`config.mk`:
```
export PLATFORM = sky130hd
export DESIGN_NAME = round_fsm
export DESIGN_NICKNAME = d
export VERILOG_FILES = /design/src/rtl/round_fsm.sv
export SDC_FILE = /design/constraint.sdc
export NUM_CORES = 1
export LEC_CHECK = 0
export ABC_CLOCK_PERIOD_IN_PS = 2800
export CORE_MARGIN = 4
export CORE_UTILIZATION = 30
export CTS_BUF_LIST = sky130_fd_sc_hd__clkbuf_8
export CTS_CLUSTER_DIAMETER = 40
export DETAILED_ROUTE_END_ITERATION = 8
export GPL_TIMING_DRIVEN = 0
export SYNTH_ARGS = -nofsm -noshare
export SYNTH_HDL_FRONTEND = slang
export SYNTH_SLANG_ARGS = --single-unit
export TNS_END_PERCENT = 20
```
`constraint.sdc`:
```
create_clock -name Clk -period 2.8 [get_ports Clk]
set_input_delay 0.42 -clock Clk [delete_from_list [all_inputs] [get_ports Clk]]
set_output_delay 0.42 -clock Clk [all_outputs]
set_load 0.05 [all_outputs]
```
`src/rtl/round_fsm.sv`:
```
// round_fsm: match/round controller. Sequences title, countdown, live play
// with a seconds timer and pause, KO/time-up banners and best-of-N scoring.
// Every state change is paced by a tick derived from the frame clock.
module round_fsm #(
  parameter int FPS           = 60,
  parameter int COUNT_FRAMES  = 90,
  parameter int KO_FRAMES     = 140,
  parameter int ROUND_TIME    = 99,
  parameter int ROUNDS_TO_WIN = 2,
  parameter int MAX_ROUNDS    = 5
) (
  input  logic       Clk,
  input  logic       Reset,
  input  logic       frame_clk,
  input  logic       start_key,
  input  logic       pause_key,
  input  logic       ko_p1,
  input  logic       ko_p2,
  output logic [3:0] state,
  output logic       title_screen,
  output logic       countdown_en,
  output logic       play_en,
  output logic       round_start,
  output logic [2:0] round_num,
  output logic [2:0] wins_p1,
  output logic [2:0] wins_p2,
  output logic [6:0] timer_sec,
  output logic [1:0] winner
);

  typedef enum logic [3:0] {
    S_TITLE     = 4'd0,
    S_SETUP     = 4'd1,
    S_COUNT3    = 4'd2,
    S_COUNT2    = 4'd3,
    S_COUNT1    = 4'd4,
    S_FIGHT     = 4'd5,
    S_PLAY      = 4'd6,
    S_PAUSE     = 4'd7,
    S_KO        = 4'd8,
    S_TIMEUP    = 4'd9,
    S_MATCH_END = 4'd10
  } state_t;

  localparam logic [7:0] COUNT_LAST = 8'(COUNT_FRAMES - 1);
  localparam logic [7:0] FPS_LAST   = 8'(FPS - 1);
  localparam logic [7:0] KO_LAST    = 8'(KO_FRAMES - 1);
  localparam logic [6:0] TIME_INIT  = 7'(ROUND_TIME);
  localparam logic [2:0] WIN_TARGET = 3'(ROUNDS_TO_WIN);
  localparam logic [2:0] ROUND_CAP  = 3'(MAX_ROUNDS);

  state_t     state_reg, state_next;
  logic       frame_d_reg, tick_reg;
  logic [1:0] key_now, key_prev_reg, key_rise;
  logic [7:0] frame_cnt_reg, frame_cnt_next;
  logic [2:0] round_reg, round_next;
  logic [2:0] wins1_reg, wins1_next;
  logic [2:0] wins2_reg, wins2_next;
  logic [6:0] timer_reg, timer_next;
  logic [1:0] winner_reg, winner_next;
  logic       title_reg, countdown_reg, play_reg, round_start_reg;

  // Key edges are tick-to-tick: bit 0 is start, bit 1 is pause.
  assign key_now = {pause_key, start_key};

  genvar gi;
  generate
    for (gi = 0; gi < 2; gi++) begin : g_key_edge
      assign key_rise[gi] = key_now[gi] & ~key_prev_reg[gi];
    end
  endgenerate

  // Next-state and counter logic; nothing moves unless this is a tick cycle.
  always_comb begin
    state_next     = state_reg;
    frame_cnt_next = frame_cnt_reg;
    round_next     = round_reg;
    wins1_next     = wins1_reg;
    wins2_next     = wins2_reg;
    timer_next     = timer_reg;
    winner_next    = winner_reg;
    if (tick_reg) begin
      case (state_reg)
        S_TITLE: begin
          if (start_key) begin
            state_next = S_SETUP;
            wins1_next = '0;
            wins2_next = '0;
            round_next = 3'd1;
          end
        end
        S_SETUP: begin
          timer_next = TIME_INIT;
          state_next = S_COUNT3;
        end
        S_COUNT3, S_COUNT2, S_COUNT1, S_FIGHT: begin
          // FIGHT + 1 is PLAY, so the four phases chain by increment.
          if (frame_cnt_reg == COUNT_LAST) state_next = state_t'(state_reg + 4'd1);
          else frame_cnt_next = frame_cnt_reg + 8'd1;
        end
        S_PLAY: begin
          if (ko_p1 || ko_p2) begin
            if (ko_p1 && !ko_p2 && wins2_reg != 3'd7) wins2_next = wins2_reg + 3'd1;
            if (ko_p2 && !ko_p1 && wins1_reg != 3'd7) wins1_next = wins1_reg + 3'd1;
            state_next = S_KO;
          end else if (timer_reg == 7'd0) begin
            state_next = S_TIMEUP;
          end else if (key_rise[1]) begin
            state_next = S_PAUSE;
          end else if (frame_cnt_reg == FPS_LAST) begin
            frame_cnt_next = '0;
            timer_next     = timer_reg - 7'd1;
          end else begin
            frame_cnt_next = frame_cnt_reg + 8'd1;
          end
        end
        S_PAUSE: begin
          if (key_rise[1]) state_next = S_PLAY;
        end
        S_KO, S_TIMEUP: begin
          if (frame_cnt_reg == KO_LAST) begin
            if (wins1_reg >= WIN_TARGET || wins2_reg >= WIN_TARGET || round_reg >= ROUND_CAP) begin
              state_next = S_MATCH_END;
              if (wins1_reg > wins2_reg)      winner_next = 2'b01;
              else if (wins2_reg > wins1_reg) winner_next = 2'b10;
              else                            winner_next = 2'b11;
            end else begin
              round_next = round_reg + 3'd1;
              state_next = S_SETUP;
            end
          end else begin
            frame_cnt_next = frame_cnt_reg + 8'd1;
          end
        end
        S_MATCH_END: begin
          if (key_rise[0]) begin
            state_next  = S_TITLE;
            winner_next = 2'b00;
          end
        end
        default: begin
          state_next  = S_TITLE;
          winner_next = 2'b00;
        end
      endcase
    end
    if (state_next != state_reg) frame_cnt_next = '0;
  end

  // State, counters, tick detection and registered decode of the next state.
  always_ff @(posedge Clk) begin
    if (Reset) begin
      state_reg       <= S_TITLE;
      frame_d_reg     <= 1'b0;
      tick_reg        <= 1'b0;
      key_prev_reg    <= '0;
      frame_cnt_reg   <= '0;
      round_reg       <= 3'd1;
      wins1_reg       <= '0;
      wins2_reg       <= '0;
      timer_reg       <= '0;
      winner_reg      <= '0;
      title_reg       <= 1'b1;
      countdown_reg   <= 1'b0;
      play_reg        <= 1'b0;
      round_start_reg <= 1'b0;
    end else begin
      frame_d_reg     <= frame_clk;
      tick_reg        <= frame_clk & ~frame_d_reg;
      if (tick_reg) key_prev_reg <= key_now;
      state_reg       <= state_next;
      frame_cnt_reg   <= frame_cnt_next;
      round_reg       <= round_next;
      wins1_reg       <= wins1_next;
      wins2_reg       <= wins2_next;
      timer_reg       <= timer_next;
      winner_reg      <= winner_next;
      title_reg       <= (state_next == S_TITLE);
      countdown_reg   <= (state_next inside {S_COUNT3, S_COUNT2, S_COUNT1, S_FIGHT, S_KO, S_TIMEUP});
      play_reg        <= (state_next == S_PLAY);
      round_start_reg <= tick_reg && (state_reg == S_SETUP);
    end
  end

  assign state        = state_reg;
  assign title_screen = title_reg;
  assign countdown_en = countdown_reg;
  assign play_en      = play_reg;
  assign round_start  = round_start_reg;
  assign round_num    = round_reg;
  assign wins_p1      = wins1_reg;
  assign wins_p2      = wins2_reg;
  assign timer_sec    = timer_reg;
  assign winner       = winner_reg;

endmodule
```
======== After elaboration in Yosys (flattened, before gate mapping) ========
Cells that the tools add are included.
word-level totals
  output and inout port bits .............. 26
  bits in registers ....................... 38
  input port bits ......................... 7
cells by class
  $lt $le $gt $ge ......................... 5
  add/subtract/negate cells ............... 6
  equal/unequal tests ..................... 37
  reductions and logical operators ........ 28
  bitwise logic cells ..................... 7
  muxes and demuxes ....................... 40
operators with widths
  operator                                           count
  two-way mux 8 bit                                  6
  two-way mux 4 bit                                  10
  == test 4 x 3 -> 1 bit (second input constant)     7
  two-way mux 7 bit                                  4
  inequality test 2 bit (second input constant)      14
  one-hot mux 4 bit (7 select lines)                 1
  two-way mux 3 bit                                  8
  one-hot mux 8 bit (3 select lines)                 1
  == test 4 bit (second input constant)              5
  AND reduction 5 bit                                4
  one-hot mux 3 bit (2 select lines)                 3
  == test 4 x 2 -> 1 bit (second input constant)     4
  one-hot mux 7 bit (2 select lines)                 1
  adder 3 x 1 -> 3 bit (second input constant)       3
  adder 8 x 1 -> 8 bit (second input constant)       1
  == test 8 x 6 -> 1 bit (second input constant)     1
  == test 8 x 7 -> 1 bit (second input constant)     1
  == test 8 bit (second input constant)              1
  logical NOT 4 bit                                  2
  two-way mux 2 bit                                  4
  OR reduction 8 bit                                 1
  logical NOT 7 bit                                  1
  AND reduction 7 bit                                1
  subtractor 7 x 1 -> 7 bit (second input constant)  1
  20 further kinds                                   38

======== Logic depth before layout (Yosys ltp) ========
Gate-level depths: netlist of run 1.
  word-level depth ........................ 9
  depth in mapped cells ................... 12

======== Least setup slack after synthesis of run 1 ========
Ideal clock, no wire load.
  kind .................................... register to register
  from .................................... register state_reg[0], in the netlist state[0]
  to ...................................... register frame_cnt_reg[2]
  cell stages (with the launch flop) ...... 11
  arrival ................................. 2.863 ns
  path slack .............................. -0.153 ns
  cell sequence ........................... dfxtp_1 > clkbuf_1 > inv_1 > ha_1 > or2_1 > buf_6 > o311ai_4 > o31ai_1 > nor4_2 > nand4_2 > nor4bb_2
between the ends
  longest elaborated chain between the ends .. 7
  elaborated cells between the ends (all ways) .. 34
RTL lines
  element                                                       line  source
  start: declaration                                            52    state_t state_reg, state_next;
  start signal: assignment                                      171   state_reg <= state_next;
  branches (longest 7 deep; another with adder 4 x 1 -> 4 bit)  --
  end signal: assignment                                        172   frame_cnt_reg <= frame_cnt_next;
  end: declaration                                              55    logic [7:0] frame_cnt_reg, frame_cnt_next;
Parallel ways; which one is timed is not known.
A chain may end at the register's enable or synchronous reset.

======== Final worst setup path of run 1 ========
Ends and elaborated chain as after synthesis.

==> impl_metrics.py, run 1 <==
metrics = {
    "outcome": {
        "result_of_the_run": "completed",
    },
    "cells_and_area": {
        "layout-drive-gt1-share_pct": 16.16,
        "num_antenna_cells": 0,
        "largest_reg_flops": 8,
        "area_growth_synth_to_finish_pct": 25.60,
        "final_layout_net_count": 384,
    },
    "die": {
        "design.core.area_sq_um": 8341,
        "dieHeight_um": 101.2,
        "placementRows": 33,
        "design.die.area_sq_um": 10240,
        "floorplan.die.width_um": 101.2,
        "number_of_top_level_pins": 33,
        "floorplan.initialDensity_pct": 31.23,
    },
    "placement": {
        "globalplace.congestion": 0.9325,
        "place.detailed.hpwl_mm": 5.327,
        "dp_slack_ns": -0.2722,
        "port_buffer_count": 31,
    },
    "detailed_routing": {
        "drt_pass1_iterations": 7,
        "antenna_violating_nets_post_route": 0,
        "drt-initial-drc-count": 239,
        "wirelength_met1_mm": 3.407,
        "total_vias_in_the_final_route": 2559,
        "route.detailed.vias_per_inst": 5.515,
        "detail_route.wirelength_mm": 7.244,
        "met2_wirelength_mm": 3.405,
        "routed_wire_length_per_instance_um": 15.61,
        "met3_length_um": 373,
        "drt_drc_violations_left": 0,
        "highest_layer": "met4",
    },
    "global_routing": {
        "first_global_vias": 2282,
        "antenna_found_initial": 0,
        "grt_start_max_net_pins": 12,
        "grt_remaining_overflow": 0,
        "wire_length_of_the_first_global_routing_pass_mm": 11.52,
        "grt_use_total_pct": 14.14,
    },
    "synthesis": {
        "yosys_warnings": 0,
        "synth.top_cells.by_area": "sky130_fd_sc_hd__dfxtp_1 (29%), sky130_fd_sc_hd__ha_1 (9.1%), sky130_fd_sc_hd__nor2_1 (5.5%)",
        "synthFlopType": "sky130_fd_sc_hd__dfxtp_1",
        "post_synth_instance_area_sq_um": 2605,
        "ys_ff_latch": 38,
        "netlist.top_cell.by_area": "sky130_fd_sc_hd__dfxtp_1",
        "synth.yosys.seq_area_share_pct": 29.20,
        "synth_enable_flop_cells": 0,
        "post_synth_inst_count": 314,
        "async_flop_share_pct": 0,
        "synth_cell_type_count": 74,
        "synth.net_count": 340,
        "synthDominantCellAreaShare_pct": 29.20,
        "syn_avg_cell_area_sq_um": 8.296,
    },
    "setup_path": {
        "cp_top_family": "simple AND/OR/NAND/NOR gates",
        "r2r_cells": 11,
        "r2r-end": "frame_cnt_reg[2]",
        "worstPathRequired_ns": 3.01,
        "cp-startpoint": "state[0]",
        "start_kind": "flop",
        "worst_path_largest_cell_delay_ns": 0.34,
        "critical_path.reg2reg.startpoint": "state[0]",
        "cpMaxStageDelayCell": "sky130_fd_sc_hd__dfxtp_2",
        "crit_path_cell_chain": "clkbuf_2 -> inv_2 -> ha_1 -> clkbuf_4 -> nor2_2 -> o22ai_4 -> a31oi_1 -> and4bb_2 -> nor4_4 -> nand4_4 -> nor4bb_2",
        "crit_type": "reg2reg",
        "critical_path_peak_fanout": 8,
        "regToRegSetupSlack_ns": 0.10,
        "timing.critical_path.arrival_ns": 2.91,
        "critPathBufInv": 3,
        "setup.worst_path.end_class": "flop",
    },
    "power": {
        "power_switching_uw": 285.6,
        "power.combinational.fraction_pct": 12.0,
        "power_leakage_nw": 1.169,
        "share_seq_of_total_power_pct": 51.1,
        "p_sw_share_pct": 26.52,
        "pwr-share-clk_pct": 36.9,
        "pwr_density_cell_nw_per_um2": 329.2,
        "cell_internal_pwr_uw": 791.5,
        "vdd_ir_drop_max_mv": 0.1957,
    },
    "timing": {
        "setup_viol": 0,
        "worst_slew_margin_rel_pct": 58.08,
        "setup_slack_ns": 0.1035,
        "final_hold_viol_count": 0,
        "fin_crit_sh_pct": 96.30,
        "worstMarginPinSlew_ns": 0.6288,
        "final_period_minus_worst_setup_slack_ns": 2.697,
        "max_clock_freq_mhz": 370.8,
        "holdWs_ns": 0.3822,
        "fin_worst_skew_ns": 0.007585,
        "timing.final.max_slew_violations": 0,
    },
    "clock_tree": {
        "clock_tree_from_tritoncts": "yes",
        "cts.sinks": 38,
        "clock-root-buffer": "sky130_fd_sc_hd__clkbuf_8",
        "cts_made_buffers": 5,
        "cts-hold-fix-buffers": 0,
        "insertion_delay_ns": 0.29,
        "htree_num_levels": 2,
        "max-clock-path-buffers": 2,
        "clkTransAtPathRegs_ns": 0.08,
    },
    "hold_path": {
        "hold_worst_path_end": "tick_reg",
        "min-delay-start": "frame_d_reg",
        "min_path_cells": 1,
        "worst_hold_path_type": "reg2reg",
    },
    "job": {
        "maxCapViolations": 0,
    },
}
==> synth_stat cells, types with 2 or more instances <==
library cell and number:
sky130_fd_sc_hd__o21a_1 4, sky130_fd_sc_hd__a21oi_1 27, sky130_fd_sc_hd__mux2i_1 2, sky130_fd_sc_hd__nor4_1 4
sky130_fd_sc_hd__nor3b_2 2, sky130_fd_sc_hd__and3_1 5, sky130_fd_sc_hd__nand2_1 21, sky130_fd_sc_hd__o221ai_1 2
sky130_fd_sc_hd__o21ai_1 2, sky130_fd_sc_hd__o2111ai_1 2, sky130_fd_sc_hd__or4_1 2, sky130_fd_sc_hd__nor4bb_2 2
sky130_fd_sc_hd__a21o_1 4, sky130_fd_sc_hd__inv_1 15, sky130_fd_sc_hd__xor2_1 4, sky130_fd_sc_hd__a311oi_1 2
sky130_fd_sc_hd__a211oi_1 4, sky130_fd_sc_hd__o21ai_0 13, sky130_fd_sc_hd__and2_1 2, sky130_fd_sc_hd__o21bai_1 2
sky130_fd_sc_hd__or3_1 5, sky130_fd_sc_hd__nor3_1 6, sky130_fd_sc_hd__o211ai_1 4, sky130_fd_sc_hd__ha_1 19
sky130_fd_sc_hd__nand3b_1 2, sky130_fd_sc_hd__buf_2 6, sky130_fd_sc_hd__nor2_1 38, sky130_fd_sc_hd__o211a_1 2
sky130_fd_sc_hd__buf_1 3, sky130_fd_sc_hd__a41oi_1 2, sky130_fd_sc_hd__a31oi_1 3, sky130_fd_sc_hd__dfxtp_1 38
sky130_fd_sc_hd__and3b_1 2, sky130_fd_sc_hd__nand2b_1 5, sky130_fd_sc_hd__clkbuf_1 4, sky130_fd_sc_hd__nor4b_1 2
sky130_fd_sc_hd__nand3_1 9, sky130_fd_sc_hd__nor2b_1 6, sky130_fd_sc_hd__or2_1 2
==> metal layers <==
metal,global-route usage (%),up-vias
met5,0,-
met2,22.18,83
li1,-,1248
met3,2.479,11
met4,3.067,0
met1,20.28,1217
==> cell type report <==
type	instances	area (sq um)
Multi-Input combinational cell	247	1803
Fill cell	873	5069
Tap cell	105	131.4
Inverter	15	56.30
Clock buffer	6	82.58
Timing Repair Buffer	37	355.3
Sequential cell	38	763.2
Clock inverter	2	8.758
Buffer	14	71.32
==> worst register-to-register path, cell delays in order, from the launching register on <==
cell	delay (ns)
sky130_fd_sc_hd__dfxtp_2	0.34
sky130_fd_sc_hd__clkbuf_2	0.19
sky130_fd_sc_hd__inv_2	0.14
sky130_fd_sc_hd__ha_1	0.15
sky130_fd_sc_hd__clkbuf_4	0.21
sky130_fd_sc_hd__nor2_2	0.08
sky130_fd_sc_hd__o22ai_4	0.22
sky130_fd_sc_hd__a31oi_1	0.19
sky130_fd_sc_hd__and4bb_2	0.30
sky130_fd_sc_hd__nor4_4	0.31
sky130_fd_sc_hd__nand4_4	0.21
sky130_fd_sc_hd__nor4bb_2	0.28
==> layout by cell type, fill, tap and decap left out, types with 4 or more instances in the layout <==
master	instances
sky130_fd_sc_hd__nand3_1	9
sky130_fd_sc_hd__nand2_1	21
sky130_fd_sc_hd__o211ai_1	4
sky130_fd_sc_hd__nand2b_1	5
sky130_fd_sc_hd__nor4_1	4
sky130_fd_sc_hd__o21a_1	4
sky130_fd_sc_hd__buf_4	6
sky130_fd_sc_hd__o21ai_0	13
sky130_fd_sc_hd__a21oi_1	27
sky130_fd_sc_hd__or3_1	5
sky130_fd_sc_hd__inv_1	15
sky130_fd_sc_hd__nor3_1	6
sky130_fd_sc_hd__nor2_1	35
sky130_fd_sc_hd__xor2_1	4
sky130_fd_sc_hd__dfxtp_1	36
sky130_fd_sc_hd__nor2b_1	6
sky130_fd_sc_hd__ha_1	18
sky130_fd_sc_hd__and3_1	5
sky130_fd_sc_hd__clkdlybuf4s50_1	31
sky130_fd_sc_hd__clkbuf_8	6
sky130_fd_sc_hd__buf_2	5
sky130_fd_sc_hd__a21o_1	4
==> cells by family after synthesis <==
| kind of cell | Yosys count | synth area share [%] |
|---|---|---|
| AND/OR/NAND/NOR | 129 | 28.43 |
| buffers and inverters | 29 | 4.755 |
| AO/OA/AOI/OAI | 92 | 26.03 |
| adder cells (fa/ha/maj) | 19 | 9.126 |
| flip-flops | 38 | 29.20 |
| multiplexers | 2 | 0.7685 |
| XOR/XNOR | 5 | 1.681 |
==> per-stage QoR <==
step	total power [mW]	TNS [ns]	area, sq um	util [%]	cells
after global routing	1.119	-0.01788	3272	39.23	464
after CTS	1.078	0	3161	37.89	460
after global placement	0.6755	-1.565	3049	36.56	450
after floorplan	0.6390	0	2608	-	314
after detailed placement	0.6763	-1.507	3049	36.56	450
final	1.077	0	3272	39.23	464
==> worst max-delay path by stage <==
stage                             endpoint  depth (start not counted)
after floorplan           frame_cnt_reg[2]                         10
after global placement    frame_cnt_reg[2]                         10
after detailed placement  frame_cnt_reg[2]                         10
after CTS                        winner[1]                         10
after global routing      frame_cnt_reg[2]                         10
final                     frame_cnt_reg[2]                         11
==> repair_timing <==
item / in CTS / in global routing
pin swaps: 1 / 4
resized for setup: 2 / 17
setup endpoints to repair: 11 / 15
buffers inserted: 2 / 4
==> power by group through the flow <==
| stage | clock (mW) | sequential (mW) | combinational (mW) |
|---|---|---|---|
| 2_1_floorplan | 0 | 0.573 | 0.0661 |
| 3_3_place_gp | 0 | 0.563 | 0.113 |
| 3_5_place_dp | 0 | 0.563 | 0.113 |
| 4_1_cts | 0.411 | 0.550 | 0.117 |
| 5_1_grt | 0.429 | 0.551 | 0.139 |
| 6_report | 0.398 | 0.550 | 0.129 |
(Power assumes the default switching activity.)
==> inputs of run 2 (changes only) <==
--- a/config.mk
+++ b/config.mk
@@ -6,10 +6,11 @@
 export NUM_CORES = 1
 export LEC_CHECK = 0
 export ABC_CLOCK_PERIOD_IN_PS = 2800
+export CAP_MARGIN = 20
 export CORE_MARGIN = 4
 export CORE_UTILIZATION = 30
 export CTS_BUF_LIST = sky130_fd_sc_hd__clkbuf_8
-export CTS_CLUSTER_DIAMETER = 40
+export CTS_CLUSTER_DIAMETER = 200
 export DETAILED_ROUTE_END_ITERATION = 8
 export GPL_TIMING_DRIVEN = 0
 export SYNTH_ARGS = -nofsm -noshare
==> results of run 2 <==
Same layout as run 1: the final DEF is identical, and so are final timing and power.
==> inputs of run 3 (changes only) <==
--- a/config.mk
+++ b/config.mk
@@ -7,6 +7,7 @@
 export LEC_CHECK = 0
 export ABC_CLOCK_PERIOD_IN_PS = 2800
 export CAP_MARGIN = 20
+export CORE_ASPECT_RATIO = 1.75
 export CORE_MARGIN = 4
 export CORE_UTILIZATION = 30
 export CTS_BUF_LIST = sky130_fd_sc_hd__clkbuf_8
==> impl_metrics.py, run 3 (same netlist as run 1, synthesis figures left out) <==
metrics = {
    "outcome": {
        "result_of_the_run": "completed",
    },
    "setup_path": {
        "r2r-end": "frame_cnt_reg[2]",
        "critical_path_peak_fanout": 8,
        "worstPathRequired_ns": 3.01,
        "r2r_cells": 12,
        "critical_path.reg2reg.startpoint": "state[0]",
        "start_kind": "flop",
        "timing.critical_path.arrival_ns": 2.93,
        "regToRegSetupSlack_ns": 0.08,
        "setup.worst_path.end_class": "flop",
        "crit_type": "reg2reg",
    },
    "timing": {
        "fin_worst_skew_ns": 0.007308,
        "fin_crit_sh_pct": 97.07,
        "timing.final.max_slew_violations": 0,
        "final_hold_viol_count": 0,
        "worstMarginPinSlew_ns": 0.6029,
        "setup_viol": 0,
        "setup-tns-final_ns": 0,
        "setup_slack_ns": 0.08202,
        "max_clock_freq_mhz": 367.9,
        "final_period_minus_worst_setup_slack_ns": 2.718,
        "holdWs_ns": 0.3920,
        "worst_slew_margin_rel_pct": 59.81,
    },
    "detailed_routing": {
        "antenna_violating_nets_post_route": 0,
        "total_vias_in_the_final_route": 2494,
        "drt_drc_violations_left": 0,
        "detail_route.wirelength_mm": 7.548,
        "routed_wire_length_per_instance_um": 15.99,
        "drt_pass1_iterations": 4,
        "route.detailed.vias_per_inst": 5.284,
        "drt-initial-drc-count": 119,
    },
    "die": {
        "number_of_top_level_pins": 33,
        "placementRows": 44,
        "design.die.area_sq_um": 10300,
        "floorplan.initialDensity_pct": 31.13,
        "floorplan.die.width_um": 78.44,
        "design.core.area_sq_um": 8368,
        "dieHeight_um": 131.3,
    },
    "clock_tree": {
        "clock_tree_from_tritoncts": "yes",
        "insertion_delay_ns": 0.30,
        "htree_num_levels": 2,
        "max-clock-path-buffers": 2,
        "clock-root-buffer": "sky130_fd_sc_hd__clkbuf_8",
        "cts-hold-fix-buffers": 0,
        "cts_made_buffers": 5,
        "cts.sinks": 38,
        "clkTransAtPathRegs_ns": 0.08,
    },
    "global_routing": {
        "first_global_vias": 2456,
        "grt_remaining_overflow": 0,
        "antenna_found_initial": 0,
        "wire_length_of_the_first_global_routing_pass_mm": 12.30,
        "grt_start_max_net_pins": 13,
        "grt_use_total_pct": 14.97,
    },
    "power": {
        "power_leakage_nw": 1.160,
        "vdd_ir_drop_max_mv": 0.1516,
        "pwr_density_cell_nw_per_um2": 352.3,
    },
    "hold_path": {
        "worst_hold_path_type": "reg2reg",
        "min_path_cells": 1,
        "min-delay-start": "frame_d_reg",
        "hold_worst_path_end": "tick_reg",
    },
    "placement": {
        "dp_slack_ns": -0.3178,
        "placed_cells_incl_taps": 460,
        "port_buffer_count": 31,
        "place.detailed.hpwl_mm": 5.784,
        "globalplace.congestion": 0.9490,
    },
    "cells_and_area": {
        "most-common-layout-cells": "sky130_fd_sc_hd__nor2_1 (37), sky130_fd_sc_hd__dfxtp_1 (36), sky130_fd_sc_hd__clkdlybuf4s50_1 (31)",
        "area_growth_synth_to_finish_pct": 25.12,
        "layout-drive-gt1-share_pct": 14.85,
        "final_layout_net_count": 382,
        "num_antenna_cells": 0,
        "postLayoutCoreUtil_pct": 38.95,
        "fillers": 897,
        "largest_reg_flops": 8,
        "mostFrequentLayoutCell": "sky130_fd_sc_hd__nor2_1",
        "layout.cells.non_filler": 472,
    },
    "job": {
        "maxCapViolations": 0,
    },
}
[run 3: worst max-delay path, cell delays in order, from the launching register on]
cell and delay (ns):
sky130_fd_sc_hd__dfxtp_2 0.35, sky130_fd_sc_hd__buf_2 0.18, sky130_fd_sc_hd__inv_2 0.12, sky130_fd_sc_hd__ha_1 0.19, sky130_fd_sc_hd__clkbuf_4 0.21, sky130_fd_sc_hd__and3b_1 0.16, sky130_fd_sc_hd__buf_2 0.19, sky130_fd_sc_hd__o211ai_1 0.14
sky130_fd_sc_hd__o211ai_1 0.18, sky130_fd_sc_hd__a21oi_1 0.15, sky130_fd_sc_hd__nor4_4 0.29, sky130_fd_sc_hd__nand4_4 0.18, sky130_fd_sc_hd__nor4bb_2 0.29
[run 3: area by class of cell]
cell class	instances	area (sq um)	area share, %
Multi-Input combinational cell	247	1775	54.47
Buffer	14	71.32	2.188
Sequential cell	38	763.2	23.42
Tap cell	115	143.9	4.415
Clock buffer	5	68.82	2.111
Inverter	15	56.30	1.727
Clock inverter	3	40.04	1.228
Timing Repair Buffer	35	340.3	10.44
[run 3: worst max-delay path by stage]
stage	start	cells past startpoint	end
final	state[0]	12	frame_cnt_reg[2]
after global routing	state[0]	12	frame_cnt_reg[2]
after CTS	state[0]	11	frame_cnt_reg[2]
after detailed placement	state[0]	10	frame_cnt_reg[2]
after global placement	state[0]	10	frame_cnt_reg[2]
after floorplan	state[0]	10	frame_cnt_reg[2]
[run 3: layer usage]
metal  global-route usage, %  up-vias  wire, um
li1                        -     1232         -
met1                   14.98     1203      2844
met2                   28.86       43      4250
met3                   2.192       16       171
met4                   7.685        0       282
met5                       0        -         0
[run 3: what timing repair did]
item                                    in CTS  in global routing
setup buffers                                3                  1
gates resized for setup                      2                 12
pin swaps                                    3                  4
endpoints found under the setup margin      11                 13
[run 3: per-stage QoR]
stage          total power [mW]  cell area [sq um]
5_1_grt                   1.203               3259
6_report                  1.148               3259
3_3_place_gp             0.6779               3062
3_5_place_dp             0.6780               3062
4_1_cts                   1.160               3197
2_1_floorplan            0.6390               2608
[run 3: report_power, final]
group / total [mW] / internal [mW] / switching [mW]
Clock: 0.469 / 0.262 / 0.207
Sequential: 0.550 / 0.546 / 0.00413
Combinational: 0.129 / 0.0495 / 0.0790
Total: 1.15 / 0.858 / 0.290
